## src/rtl/wam_pkg.sv

```systemverilog
// Shared constants for the whac-a-mole player-input front end.
// Channel order: switches first, then left, right and pause buttons.
package wam_pkg;

    localparam int WAM_N_SW    = 8;
    localparam int WAM_PRE_DIV = 65536;
    localparam int WAM_DEB_CNT = 8;
    localparam int WAM_REP_DLY = 32;
    localparam int WAM_REP_PER = 8;

    localparam int CH_LFT = WAM_N_SW;
    localparam int CH_RGT = WAM_N_SW + 1;
    localparam int CH_PSE = WAM_N_SW + 2;

    // Re-bases a button channel index onto a non-default switch count.
    function automatic int ch_of(input int base, input int n_sw);
        return base - WAM_N_SW + n_sw;
    endfunction

endpackage

```

## src/rtl/wam_deb_ch.sv

```systemverilog
// One input channel: 2-flop synchronizer, tick-based debounce counter,
// stable level and registered rise/fall pulses gated by armed.
module wam_deb_ch
    import wam_pkg::*;
#(
    parameter int DEB_CNT = WAM_DEB_CNT
) (
    input  logic clk,
    input  logic clr,
    input  logic tick,
    input  logic armed,
    input  logic raw,
    output logic lvl,
    output logic rise,
    output logic fall
);

    localparam int CW = $clog2(DEB_CNT + 1);

    logic          s1_q, s2_q;
    logic          stb_q, stb_d;
    logic          rise_q, rise_d;
    logic          fall_q, fall_d;
    logic [CW-1:0] cnt_q, cnt_d;

    always_comb begin
        stb_d  = stb_q;
        cnt_d  = cnt_q;
        rise_d = 1'b0;
        fall_d = 1'b0;
        if (tick) begin
            if (s2_q != stb_q) begin
                if (cnt_q == CW'(DEB_CNT - 1)) begin
                    stb_d  = s2_q;
                    cnt_d  = '0;
                    rise_d = armed & s2_q;
                    fall_d = armed & ~s2_q;
                end else begin
                    cnt_d = cnt_q + 1'b1;
                end
            end else begin
                cnt_d = '0;
            end
        end
    end

    always_ff @(posedge clk or posedge clr) begin
        if (clr) begin
            s1_q   <= 1'b0;
            s2_q   <= 1'b0;
            stb_q  <= 1'b0;
            cnt_q  <= '0;
            rise_q <= 1'b0;
            fall_q <= 1'b0;
        end else begin
            s1_q   <= raw;
            s2_q   <= s1_q;
            stb_q  <= stb_d;
            cnt_q  <= cnt_d;
            rise_q <= rise_d;
            fall_q <= fall_d;
        end
    end

    assign lvl  = stb_q;
    assign rise = rise_q;
    assign fall = fall_q;

endmodule

```

## src/rtl/wam_inp.sv

```systemverilog
// Player-input front end: prescaler, arming, per-channel debounce, pause toggle.
// Define WAM_INP_REPEAT_EN to add auto-repeat on the left/right buttons.
module wam_inp
    import wam_pkg::*;
#(
    parameter int N_SW    = WAM_N_SW,
    parameter int PRE_DIV = WAM_PRE_DIV,
    parameter int DEB_CNT = WAM_DEB_CNT
) (
    input  logic            clk,
    input  logic            clr,
    input  logic [N_SW-1:0] sw,
    input  logic            lft,
    input  logic            rgt,
    input  logic            pse,
    output logic [N_SW-1:0] sw_lvl,
    output logic [N_SW-1:0] tap,
    output logic            lft_p,
    output logic            rgt_p,
    output logic            pse_flg
);

    localparam int NCH = N_SW + 3;
    localparam int PW  = $clog2(PRE_DIV);
    localparam int AW  = $clog2(DEB_CNT + 2);
    localparam int LFT = ch_of(CH_LFT, N_SW);
    localparam int RGT = ch_of(CH_RGT, N_SW);
    localparam int PSE = ch_of(CH_PSE, N_SW);

    logic [PW-1:0]  pre_q, pre_d;
    logic [AW-1:0]  arm_q, arm_d;
    logic           armed_q, armed_d;
    logic           pse_q, pse_d;
    logic           tick;
    logic [NCH-1:0] raw, lvl, rise, fall;

    assign raw  = {pse, rgt, lft, sw};
    assign tick = (pre_q == PW'(PRE_DIV - 1));

    // armed rises one tick after DEB_CNT+1 ticks, so power-on levels settle silently
    always_comb begin
        pre_d   = tick ? '0 : pre_q + 1'b1;
        arm_d   = arm_q;
        armed_d = armed_q;
        if (tick) begin
            if (arm_q == AW'(DEB_CNT + 1))
                armed_d = 1'b1;
            else
                arm_d = arm_q + 1'b1;
        end
        pse_d = pse_q ^ rise[PSE];
    end

    always_ff @(posedge clk or posedge clr) begin
        if (clr) begin
            pre_q   <= '0;
            arm_q   <= '0;
            armed_q <= 1'b0;
            pse_q   <= 1'b0;
        end else begin
            pre_q   <= pre_d;
            arm_q   <= arm_d;
            armed_q <= armed_d;
            pse_q   <= pse_d;
        end
    end

    for (genvar i = 0; i < NCH; i++) begin : g_ch
        wam_deb_ch #(
            .DEB_CNT(DEB_CNT)
        ) u_ch (
            .clk  (clk),
            .clr  (clr),
            .tick (tick),
            .armed(armed_q),
            .raw  (raw[i]),
            .lvl  (lvl[i]),
            .rise (rise[i]),
            .fall (fall[i])
        );
    end

    assign sw_lvl  = lvl[N_SW-1:0];
    assign tap     = rise[N_SW-1:0] | fall[N_SW-1:0];
    assign pse_flg = pse_q;

`ifdef WAM_INP_REPEAT_EN
    localparam int RW = $clog2(WAM_REP_DLY + 1);

    logic [1:0]         hold;
    logic [1:0]         rp_q, rp_d;
    logic [1:0][RW-1:0] rep_q, rep_d;

    assign hold = {lvl[RGT], lvl[LFT]};

    // after the first repeat the counter reloads so later repeats come every REP_PER ticks
    always_comb begin
        rep_d = rep_q;
        rp_d  = 2'b00;
        for (int i = 0; i < 2; i++) begin
            if (!hold[i]) begin
                rep_d[i] = '0;
            end else if (tick) begin
                if (rep_q[i] == RW'(WAM_REP_DLY - 1)) begin
                    rep_d[i] = RW'(WAM_REP_DLY - WAM_REP_PER);
                    rp_d[i]  = armed_q;
                end else begin
                    rep_d[i] = rep_q[i] + 1'b1;
                end
            end
        end
    end

    always_ff @(posedge clk or posedge clr) begin
        if (clr) begin
            rep_q <= '0;
            rp_q  <= 2'b00;
        end else begin
            rep_q <= rep_d;
            rp_q  <= rp_d;
        end
    end

    assign lft_p = rise[LFT] | rp_q[0];
    assign rgt_p = rise[RGT] | rp_q[1];
`else
    assign lft_p = rise[LFT];
    assign rgt_p = rise[RGT];
`endif

    logic unused_btn;
    assign unused_btn = ^{fall[NCH-1:N_SW], lvl[NCH-1:N_SW]};

endmodule

```

## config.mk

```make
export PLATFORM = sky130hd
export DESIGN_NAME = wam_inp
export DESIGN_NICKNAME = d
export VERILOG_FILES = /design/src/rtl/wam_pkg.sv /design/src/rtl/wam_deb_ch.sv /design/src/rtl/wam_inp.sv
export SDC_FILE = /design/constraint.sdc
export NUM_CORES = 1
export LEC_CHECK = 0
export ABC_AREA = 1
export CAP_MARGIN = 20
export CORE_ASPECT_RATIO = 1.25
export CORE_MARGIN = 2
export CORE_UTILIZATION = 50
export CTS_CLUSTER_DIAMETER = 120
export DETAILED_ROUTE_END_ITERATION = 7
export PLACE_DENSITY = 0.69
export SLEW_MARGIN = 10
export SYNTH_ARGS = -nofsm -noshare
export SYNTH_HDL_FRONTEND = slang
export SYNTH_HIERARCHICAL = 1
export SYNTH_SLANG_ARGS = --single-unit
```

## constraint.sdc

```tcl
create_clock -name clk -period 5.52 [get_ports clk]
set_input_delay 1.104 -clock clk [delete_from_list [all_inputs] [get_ports clk]]
set_output_delay 1.104 -clock clk [all_outputs]
set_load 0.02 [all_outputs]
```

==> results.sh, run 1 <==
export IMPL_numClockSinks=118
export IMPL_ant_nets=0
export IMPL_initial_core_util_pct=51.0
export IMPL_grt_pass1_wl_mm=18.6
export IMPL_regToRegSetupSlack_ns=3.09
export IMPL_cts_resized=0
export IMPL_grt_busiest_layer="met2"
export IMPL_end_kind="output port"
export IMPL_outcome="complete, no violations"
export IMPL_area_delta_synth_final_pct=16.9
export IMPL_hold_path_end="g_ch[10].u_ch/s2_q"
export IMPL_post_cts_buffers=0
export IMPL_core_area_mm2=0.0111
export IMPL_ios=32
export IMPL_setup_viol=0
export IMPL_path_clk_slew_ns=0.05
export IMPL_startpoint_type="flop"
export IMPL_finish_utilization_pct=59.6
export IMPL_min_delay_start="g_ch[10].u_ch/s1_q"
export IMPL_worstReg2RegStart="pre_q[0]"
export IMPL_required_ns=4.42
export IMPL_syn_avg_cell_area_um2=8.10
export IMPL_skew_ns=0.00902
export IMPL_p_leak_nw=3.68
export IMPL_multi_input_comb_area_mm2=0.00217
export IMPL_ir_worst_vdd_v=0.000201
export IMPL_fin_ws_ns=2.84
export IMPL_placed_area_mm2=0.00607
export IMPL_whs_path_depth=0
export IMPL_clk_path_buf_depth=2
export IMPL_maxCapViolCount=0
export IMPL_fillers=967
export IMPL_overflow=0
export IMPL_use_met2_pct=33.7
export IMPL_die_w_um=99.1
export IMPL_avgViaCountPerCell=4.95
export IMPL_vias=4390
export IMPL_grtUsageMet3_pct=4.95
export IMPL_n_antenna_cell=0
export IMPL_fin_nets=768
export IMPL_power_density_mw_per_mm2=283
export IMPL_dieArea_mm2=0.0122
export IMPL_slew_headroom_pct=44.5
export IMPL_die_height_um=123
export IMPL_cts_buffers_inserted=17
export IMPL_clock_latency_ns=0.40
export IMPL_antenna_found_initial=0
export IMPL_cp_max_fo=1
export IMPL_hold_path_class="reg -> reg"
export IMPL_drt_wl_total_mm=10.3
export IMPL_drtIter0Drc=261
export IMPL_fmax_ghz=0.374
export IMPL_grt_pass1_vias=4439
export IMPL_cts_tree="yes"
export IMPL_route_detailed_drc=0
export IMPL_wl_per_cell_um=11.6
export IMPL_path_class="reg -> out"
export IMPL_rsz0062_at_grt="false"
export IMPL_grt_start_max_net_pins=48
export IMPL_drive_gt1_share_pct=9.97
export IMPL_layout_min_cycle_time_ns=2.68
export IMPL_use_met1_pct=21.9
export IMPL_rows=43
export IMPL_fin_setup_tns_ns=0
export IMPL_netlist_instances=698
export IMPL_finalCritPeriodShare_pct=48.5
export IMPL_yosys_warnings=6
export IMPL_stdcell_area_mm2=0.00661
export IMPL_pre_cts_slack_ns=2.80
export IMPL_final_max_slew_viol_count=0
export IMPL_track_usage_pct=19.0
export IMPL_r2r_end="g_ch[7].u_ch/cnt_q[3]"
export IMPL_gp_congestion=0.855
export IMPL_critPathArrivalTime_ns=1.57
export IMPL_hold_viol_final=0
export IMPL_syn_area_mm2=0.00565
export IMPL_h_tree_depth=4
export IMPL_tightest_slew_ns=0.831
export IMPL_io_buffers=31
export IMPL_syn_nets=725
export IMPL_register_area_mm2=0.00295
export IMPL_postCtsHoldBufs=0
export IMPL_firstDrtPassIters=4
export IMPL_hpwl_mm=7.19
export IMPL_cts_root_buf="clkbuf_16"
export IMPL_reg2reg_depth=10
how the worst max path moves through the flow:
stage                                       end  depth (start not counted)         startpoint
after floorplan                          tap[0]                          1  g_ch[0].u_ch/fall
after detailed placement  g_ch[5].u_ch/cnt_q[3]                         10           pre_q[0]
after global placement                pre_q[10]                          2                clr
after CTS                 g_ch[7].u_ch/cnt_q[3]                         10           pre_q[0]
after global routing                     tap[7]                          2  g_ch[7].u_ch/fall
final                                    tap[4]                          2  g_ch[4].u_ch/fall
power by group:
group / internal [mW] / switching, mW / total [mW]
combinational: 0.0119 / 0.0276 / 0.0394
sequential: 0.875 / 0.00514 / 0.880
clock: 0.599 / 0.349 / 0.948
total: 1.49 / 0.381 / 1.87
critical path, cell delays in order, from the launching register on:
cell	delay (ns)
dfrtp_1	0.35
or2_2	0.29
clkdlybuf4s50_1	0.54
state kept, by name (all words and copies together) (netlist names):
signal / flops
pre_q: 16
g_ch.u_ch/s1_q: 11
armed_q: 1
g_ch.u_ch/cnt_q: 44
g_ch.u_ch/rise: 11
arm_q: 4
pse_flg: 1
g_ch.u_ch/s2_q: 11
g_ch.u_ch/lvl: 11
g_ch.u_ch/fall: 8
per-layer routing:
| metal | wire length, µm | vias up | part of all wire, % |
|---|---|---|---|
| met1 | 4440 | 2112 | 43 |
| met2 | 5500 | 46 | 53 |
| li1 | - | 2225 | - |
| met3 | 269 | 7 | 2.6 |
| met5 | 0 | - | 0 |
| met4 | 87 | 0 | 0.84 |
final cells by class:
type	count	share of cell area [%]
Clock buffer	25	7.35
Clock inverter	5	0.379
Inverter	121	6.88
Multi-Input combinational cell	450	32.9
Sequential cell	118	44.7
Tap cell	135	2.56
Timing Repair Buffer	33	5.23
per-stage QoR:
| stage | instances | total power [mW] | hold slack (ns) |
|---|---|---|---|
| finish | 887 | 1.87 | 0.345 |
| global route | 887 | 1.94 | 0.352 |
| CTS | 886 | 1.89 | 0.348 |
| detailed placement | 856 | 0.935 | 0.335 |
| global placement | 856 | 0.934 | 0.335 |
| floorplan | 698 | 0.916 | 0.331 |
cell usage in the layout, fill, tap and decap left out, drive strengths merged:
| cell type | n |
|---|---|
| a21oi | 24 |
| xor2 | 8 |
| nor3 | 22 |
| inv | 121 |
| nand2 | 250 |
| xnor2 | 2 |
| o21bai | 3 |
| buf | 2 |
| nor2 | 48 |
| ha | 14 |
| or2 | 8 |
| clkbuf | 25 |
| dfrtp | 118 |
| clkdlybuf4s50 | 31 |
| clkinv | 5 |
| nand3 | 46 |
| nand4 | 13 |
| o21ai | 12 |
(Power assumes the default switching activity.)
==> run 2: changes to the inputs <==
Settings changed: PLACE_DENSITY 0.69 to 0.71.
Clock period 5.52 ns to 2.3 ns, I/O delays scaled along.
==> results.sh, run 2 (synthesis gave the netlist of run 1 again) <==
export IMPL_outcome="complete, no violations"
export IMPL_post_cts_buffers=0
export IMPL_avgViaCountPerCell=4.98
export IMPL_end_kind="output port"
export IMPL_firstDrtPassIters=4
export IMPL_crit_buf_inv=1
export IMPL_cp_max_fo=1
export IMPL_fillers=960
export IMPL_route_detailed_drc=0
export IMPL_rows=43
export IMPL_maxCapViolCount=0
export IMPL_skew_ns=0.00436
export IMPL_grt_start_max_net_pins=56
export IMPL_pre_cts_slack_ns=0.490
export IMPL_final_common_cell="nand2_1"
export IMPL_hpwl_mm=7.41
export IMPL_grt_pass1_vias=4368
export IMPL_die_height_um=123
export IMPL_required_ns=1.84
export IMPL_ant_nets=0
export IMPL_n_antenna_cell=0
export IMPL_cts_resized=0
export IMPL_core_area_mm2=0.0111
export IMPL_cp_cell_sequence="or2_2 > clkdlybuf4s50_1"
export IMPL_overflow=0
export IMPL_numClockSinks=118
export IMPL_cpPeakStageDelay_ns=0.54
export IMPL_setup_viol=0
export IMPL_fin_nets=769
export IMPL_r2r_end="g_ch[8].u_ch/cnt_q[0]"
export IMPL_finalCritPeriodShare_pct=90.2
export IMPL_clk_path_buf_depth=2
export IMPL_fmax_ghz=0.482
export IMPL_whs_path_depth=0
export IMPL_ir_worst_vdd_v=0.000472
export IMPL_final_max_slew_viol_count=0
export IMPL_fin_setup_tns_ns=0
export IMPL_critPathSlowestCell="clkdlybuf4s50_1"
export IMPL_postCtsHoldBufs=0
export IMPL_final_cell_mix="nand2_1, inv_1, dfrtp_1"
export IMPL_h_tree_depth=4
export IMPL_slew_headroom_pct=56.8
export IMPL_clock_latency_ns=0.40
export IMPL_cts_buffers_inserted=17
export IMPL_die_w_um=99.1
export IMPL_grt_pass1_wl_mm=18.4
export IMPL_top_regs="g_ch.u_ch/cnt_q: 44 flops, pre_q: 16 flops"
export IMPL_p_leak_nw=3.69
export IMPL_rsz0062_at_grt="false"
export IMPL_regToRegSetupSlack_ns=0.47
export IMPL_initial_core_util_pct=51.0
export IMPL_drive_gt1_share_pct=10.2
export IMPL_area_delta_synth_final_pct=17.2
export IMPL_drt_wl_total_mm=10.3
export IMPL_path_delay_family="buffers and inverters"
export IMPL_startpoint_type="flop"
export IMPL_antenna_found_initial=0
export IMPL_ios=32
export IMPL_worstReg2RegStart="pre_q[0]"
export IMPL_largest_reg_flops=44
export IMPL_layout_min_cycle_time_ns=2.07
export IMPL_dieArea_mm2=0.0122
export IMPL_hold_path_class="reg -> reg"
export IMPL_regMostFlops="g_ch.u_ch/cnt_q"
export IMPL_multi_input_comb_area_mm2=0.00217
export IMPL_path_class="reg -> out"
export IMPL_critPathArrivalTime_ns=1.61
export IMPL_hold_path_end="g_ch[1].u_ch/s2_q"
export IMPL_register_area_mm2=0.00295
export IMPL_hold_viol_final=0
export IMPL_cts_root_buf="clkbuf_16"
export IMPL_min_delay_start="g_ch[1].u_ch/s1_q"
export IMPL_gp_congestion=0.828
export IMPL_tightest_slew_ns=0.648
export IMPL_fin_ws_ns=0.226
export IMPL_io_buffers=31
export IMPL_power_density_mw_per_mm2=685
export IMPL_vias=4420
export IMPL_track_usage_pct=18.9
export IMPL_drtIter0Drc=233
export IMPL_wl_per_cell_um=11.7
export IMPL_path_clk_slew_ns=0.05
export IMPL_cts_tree="yes"
export IMPL_reg2reg_depth=10
-- run 2: stage by stage --
step / util (%) / std cells / hold WS (ns) / area, µm² / total power, mW
after floorplan: - / 698 / 0.276 / 5650 / 2.20
after global placement: 55.0 / 858 / 0.336 / 6090 / 2.24
after detailed placement: 55.0 / 858 / 0.335 / 6090 / 2.25
after CTS: 59.8 / 888 / 0.348 / 6620 / 4.61
after global routing: 59.8 / 888 / 0.365 / 6620 / 4.72
final: 59.8 / 888 / 0.345 / 6620 / 4.54
-- run 2: power breakdown --
| part | internal (mW) | leakage (nW) | switching (mW) |
|---|---|---|---|
| registers | 2.10 | 1.58 | 0.0126 |
| logic | 0.0297 | 1.84 | 0.0668 |
| clock network | 1.50 | 0.266 | 0.831 |
-- run 2: worst max path at each step --
| stage | from | slack (ns) | cells past startpoint | end |
|---|---|---|---|---|
| after detailed placement | pre_q[0] | 0.49 | 10 | g_ch[6].u_ch/cnt_q[3] |
| after global placement | pre_q[0] | 0.58 | 10 | g_ch[3].u_ch/cnt_q[0] |
| after global routing | g_ch[2].u_ch/fall | 0.18 | 2 | tap[2] |
| final | g_ch[4].u_ch/fall | 0.23 | 2 | tap[4] |
| after floorplan | pre_q[0] | 0.56 | 10 | g_ch[0].u_ch/cnt_q[3] |
| after CTS | g_ch[4].u_ch/fall | 0.20 | 2 | tap[4] |
-- run 2: per-layer routing --
layer | vias to the layer above | global-route usage (%) | routed length (µm)
li1 | 2231 | - | -
met1 | 2106 | 21.8 | 4520
met2 | 69 | 33.4 | 5370
met3 | 14 | 4.90 | 322
met4 | 0 | 8.22 | 138
met5 | - | 0 | 0
-- run 2: layout make-up --
cell class	instances	share of cell area [%]
inverters	121	6.86
repair buffers	34	5.21
clock buffers	26	7.69
clock inverters	4	0.302
flip-flops and latches	118	44.6
well taps	135	2.55
multi-input cells	450	32.8
-- run 2: worst register-to-register path, cell delays in order, from the launching register on --
cell and delay (ns):
dfrtp_1 0.38, ha_1 0.25, nand2_2 0.10, nor2_4 0.15, nand2_4 0.08, nor2_4 0.14
buf_12 0.25, nand3_1 0.13, nor2_1 0.15, nand2_1 0.08, nand2_1 0.06
==> run 3: changes to the inputs <==
--- a/config.mk
+++ b/config.mk
@@ -7,3 +7,2 @@
 export LEC_CHECK = 0
-export ABC_AREA = 1
 export CAP_MARGIN = 20
@@ -14,3 +13,4 @@
 export DETAILED_ROUTE_END_ITERATION = 7
-export PLACE_DENSITY = 0.71
+export PLACE_DENSITY = 0.72
+export SETUP_SLACK_MARGIN = 0.1
 export SLEW_MARGIN = 10
==> constraint.sdc (replaced) <==
create_clock -name clk -period 2.3 [get_ports clk]
set_input_delay 0.23 -clock clk [delete_from_list [all_inputs] [get_ports clk]]
set_output_delay 0.23 -clock clk [all_outputs]
set_load 0.02 [all_outputs]
==> results.sh, run 3 <==
export IMPL_drt_wl_total_mm=9.30
export IMPL_fin_nets=518
export IMPL_crit_buf_inv=1
export IMPL_grt_start_max_net_pins=67
export IMPL_cts_root_buf="clkbuf_16"
export IMPL_path_class="reg -> reg"
export IMPL_postCtsHoldBufs=0
export IMPL_fmax_ghz=0.505
export IMPL_wl_per_cell_um=14.7
export IMPL_h_tree_depth=4
export IMPL_final_cell_mix="dfrtp_1, inv_1, o22ai_1"
export IMPL_hold_path_class="in -> reg"
export IMPL_fin_setup_tns_ns=0
export IMPL_area_delta_synth_final_pct=19.2
export IMPL_drive_gt1_share_pct=12.7
export IMPL_ant_nets=0
export IMPL_final_common_cell="dfrtp_1"
export IMPL_track_usage_pct=18.0
export IMPL_gp_congestion=0.774
export IMPL_end_kind="flop"
export IMPL_finalCritPeriodShare_pct=86.0
export IMPL_grt_pass1_vias=3597
export IMPL_clock_latency_ns=0.40
export IMPL_ir_worst_vdd_v=0.000450
export IMPL_io_buffers=31
export IMPL_required_ns=2.62
export IMPL_vias=3390
export IMPL_top_regs="g_ch.u_ch/cnt_q: 44 flops, pre_q: 16 flops"
export IMPL_layout_min_cycle_time_ns=1.98
export IMPL_setup_viol=0
export IMPL_skew_ns=0.00784
export IMPL_slew_headroom_pct=56.9
export IMPL_initial_core_util_pct=51.5
export IMPL_avgViaCountPerCell=5.36
export IMPL_n_antenna_cell=0
export IMPL_path_clk_slew_ns=0.05
export IMPL_firstDrtPassIters=6
export IMPL_power_density_mw_per_mm2=740
export IMPL_p_sw_share_pct=20.0
export IMPL_seqPwrFrac_pct=45.8
export IMPL_overflow=0
export IMPL_rsz0062_at_grt="false"
export IMPL_tightest_slew_ns=0.644
export IMPL_maxCapViolCount=0
export IMPL_p_comb_share_pct=1.9
export IMPL_die_height_um=118
export IMPL_netlist_instances=452
export IMPL_whs_ns=0.265
export IMPL_rows=41
export IMPL_cpPeakStageDelay_ns=0.40
export IMPL_largest_reg_flops=44
export IMPL_hold_viol_final=0
export IMPL_syn_nets=479
export IMPL_critPathArrivalTime_ns=2.30
export IMPL_outcome="complete, no violations"
export IMPL_route_detailed_drc=0
export IMPL_p_sw_uw=924
export IMPL_ios=32
export IMPL_dieArea_mm2=0.0113
export IMPL_cp_cell_sequence="ha_1 > nand4_2 > nor4_4 > clkbuf_16 > or3b_1 > o22ai_1"
export IMPL_p_int_mw=3.69
export IMPL_syn_area_mm2=0.00523
export IMPL_die_w_um=95.4
export IMPL_core_area_mm2=0.0102
export IMPL_antenna_found_initial=0
export IMPL_clk_path_buf_depth=2
export IMPL_numClockSinks=118
export IMPL_cts_buffers_inserted=17
export IMPL_yosys_warnings=6
export IMPL_hpwl_mm=5.97
export IMPL_path_delay_family="simple AND/OR/NAND/NOR gates"
export IMPL_final_max_slew_viol_count=0
export IMPL_grt_pass1_wl_mm=15.8
export IMPL_critPathSlowestCell="or3b_1"
export IMPL_p_leak_nw=2.81
export IMPL_fillers=769
export IMPL_regMostFlops="g_ch.u_ch/cnt_q"
export IMPL_drtIter0Drc=236
export IMPL_cts_tree="yes"
export IMPL_startpoint_type="flop"
export IMPL_syn_avg_cell_area_um2=11.6
export IMPL_p_clk_share_pct=52.3
export IMPL_cp_max_fo=33
[run 3: worst register-to-register path: cells and delay by family, from the launching register on]
family	cells	cell delay (ns)
flops	1	0.38
buf+inv	1	0.28
fa+ha+maj	1	0.25
compound gates	1	0.15
simple gates	3	0.82
[run 3: layout make-up]
cell class | count | area (µm²) | share of cell area (%)
Sequential cell | 118 | 2950 | 47.4
Inverter | 47 | 176 | 2.83
Clock buffer | 23 | 478 | 7.67
Tap cell | 129 | 161 | 2.59
Multi-Input combinational cell | 266 | 1980 | 31.7
Timing Repair Buffer | 41 | 410 | 6.59
Clock inverter | 9 | 76.3 | 1.22
[run 3: timing repair]
item / CTS / global route
gates resized for setup: 0 / 2
buffers inserted: 0 / 1
setup endpoints to repair: 0 / 21
[run 3: per-stage QoR]
stage	setup slack (ns)	cell area, µm²	power [mW]	util [%]	instances
final	0.321	6230	4.61	61.4	633
after global routing	0.174	6230	4.78	61.4	633
after CTS	0.152	6200	4.67	61.1	631
after detailed placement	0.171	5650	2.24	55.6	599
after global placement	0.264	5650	2.23	55.6	599
after floorplan	0.257	5230	2.19	-	452
[run 3: worst paths after layout]
| path | startpoint | endpoint | slack, ns | depth (start not counted) |
|---|---|---|---|---|
| worst max-delay path | pre_q[0] | g_ch[7].u_ch/cnt_q[3] | 0.32 | 6 |
| worst min-delay path | rgt | g_ch[9].u_ch/s1_q | 0.26 | 1 |
| worst max register to register | pre_q[0] | g_ch[7].u_ch/cnt_q[3] | 0.32 | 6 |
| worst min register to register | g_ch[3].u_ch/s1_q | g_ch[3].u_ch/s2_q | 0.35 | 0 |
| max in group asynchronous | clr | g_ch[2].u_ch/cnt_q[1] | 1.39 | 2 |
| min in group asynchronous | clr | g_ch[8].u_ch/cnt_q[3] | 0.60 | 2 |
[run 3: per-layer routing]
metal  track usage, %  part of all wire [%]  vias to the layer above
li1                 -                     -                     1632
met3             5.54                   3.3                       14
met4             6.79                   1.5                        0
met2             30.5                    53                       53
met1             21.1                    43                     1691
met5                0                     0                        -
[run 3: power groups by stage]
| stage | logic, mW | clock network (mW) | registers (mW) |
|---|---|---|---|
| 5_1_grt | 0.100 | 2.57 | 2.11 |
| 2_1_floorplan | 0.0477 | 0 | 2.14 |
| 4_1_cts | 0.0907 | 2.47 | 2.11 |
| 3_5_place_dp | 0.0895 | 0 | 2.15 |
| 3_3_place_gp | 0.0868 | 0 | 2.15 |
| 6_report | 0.0869 | 2.41 | 2.11 |
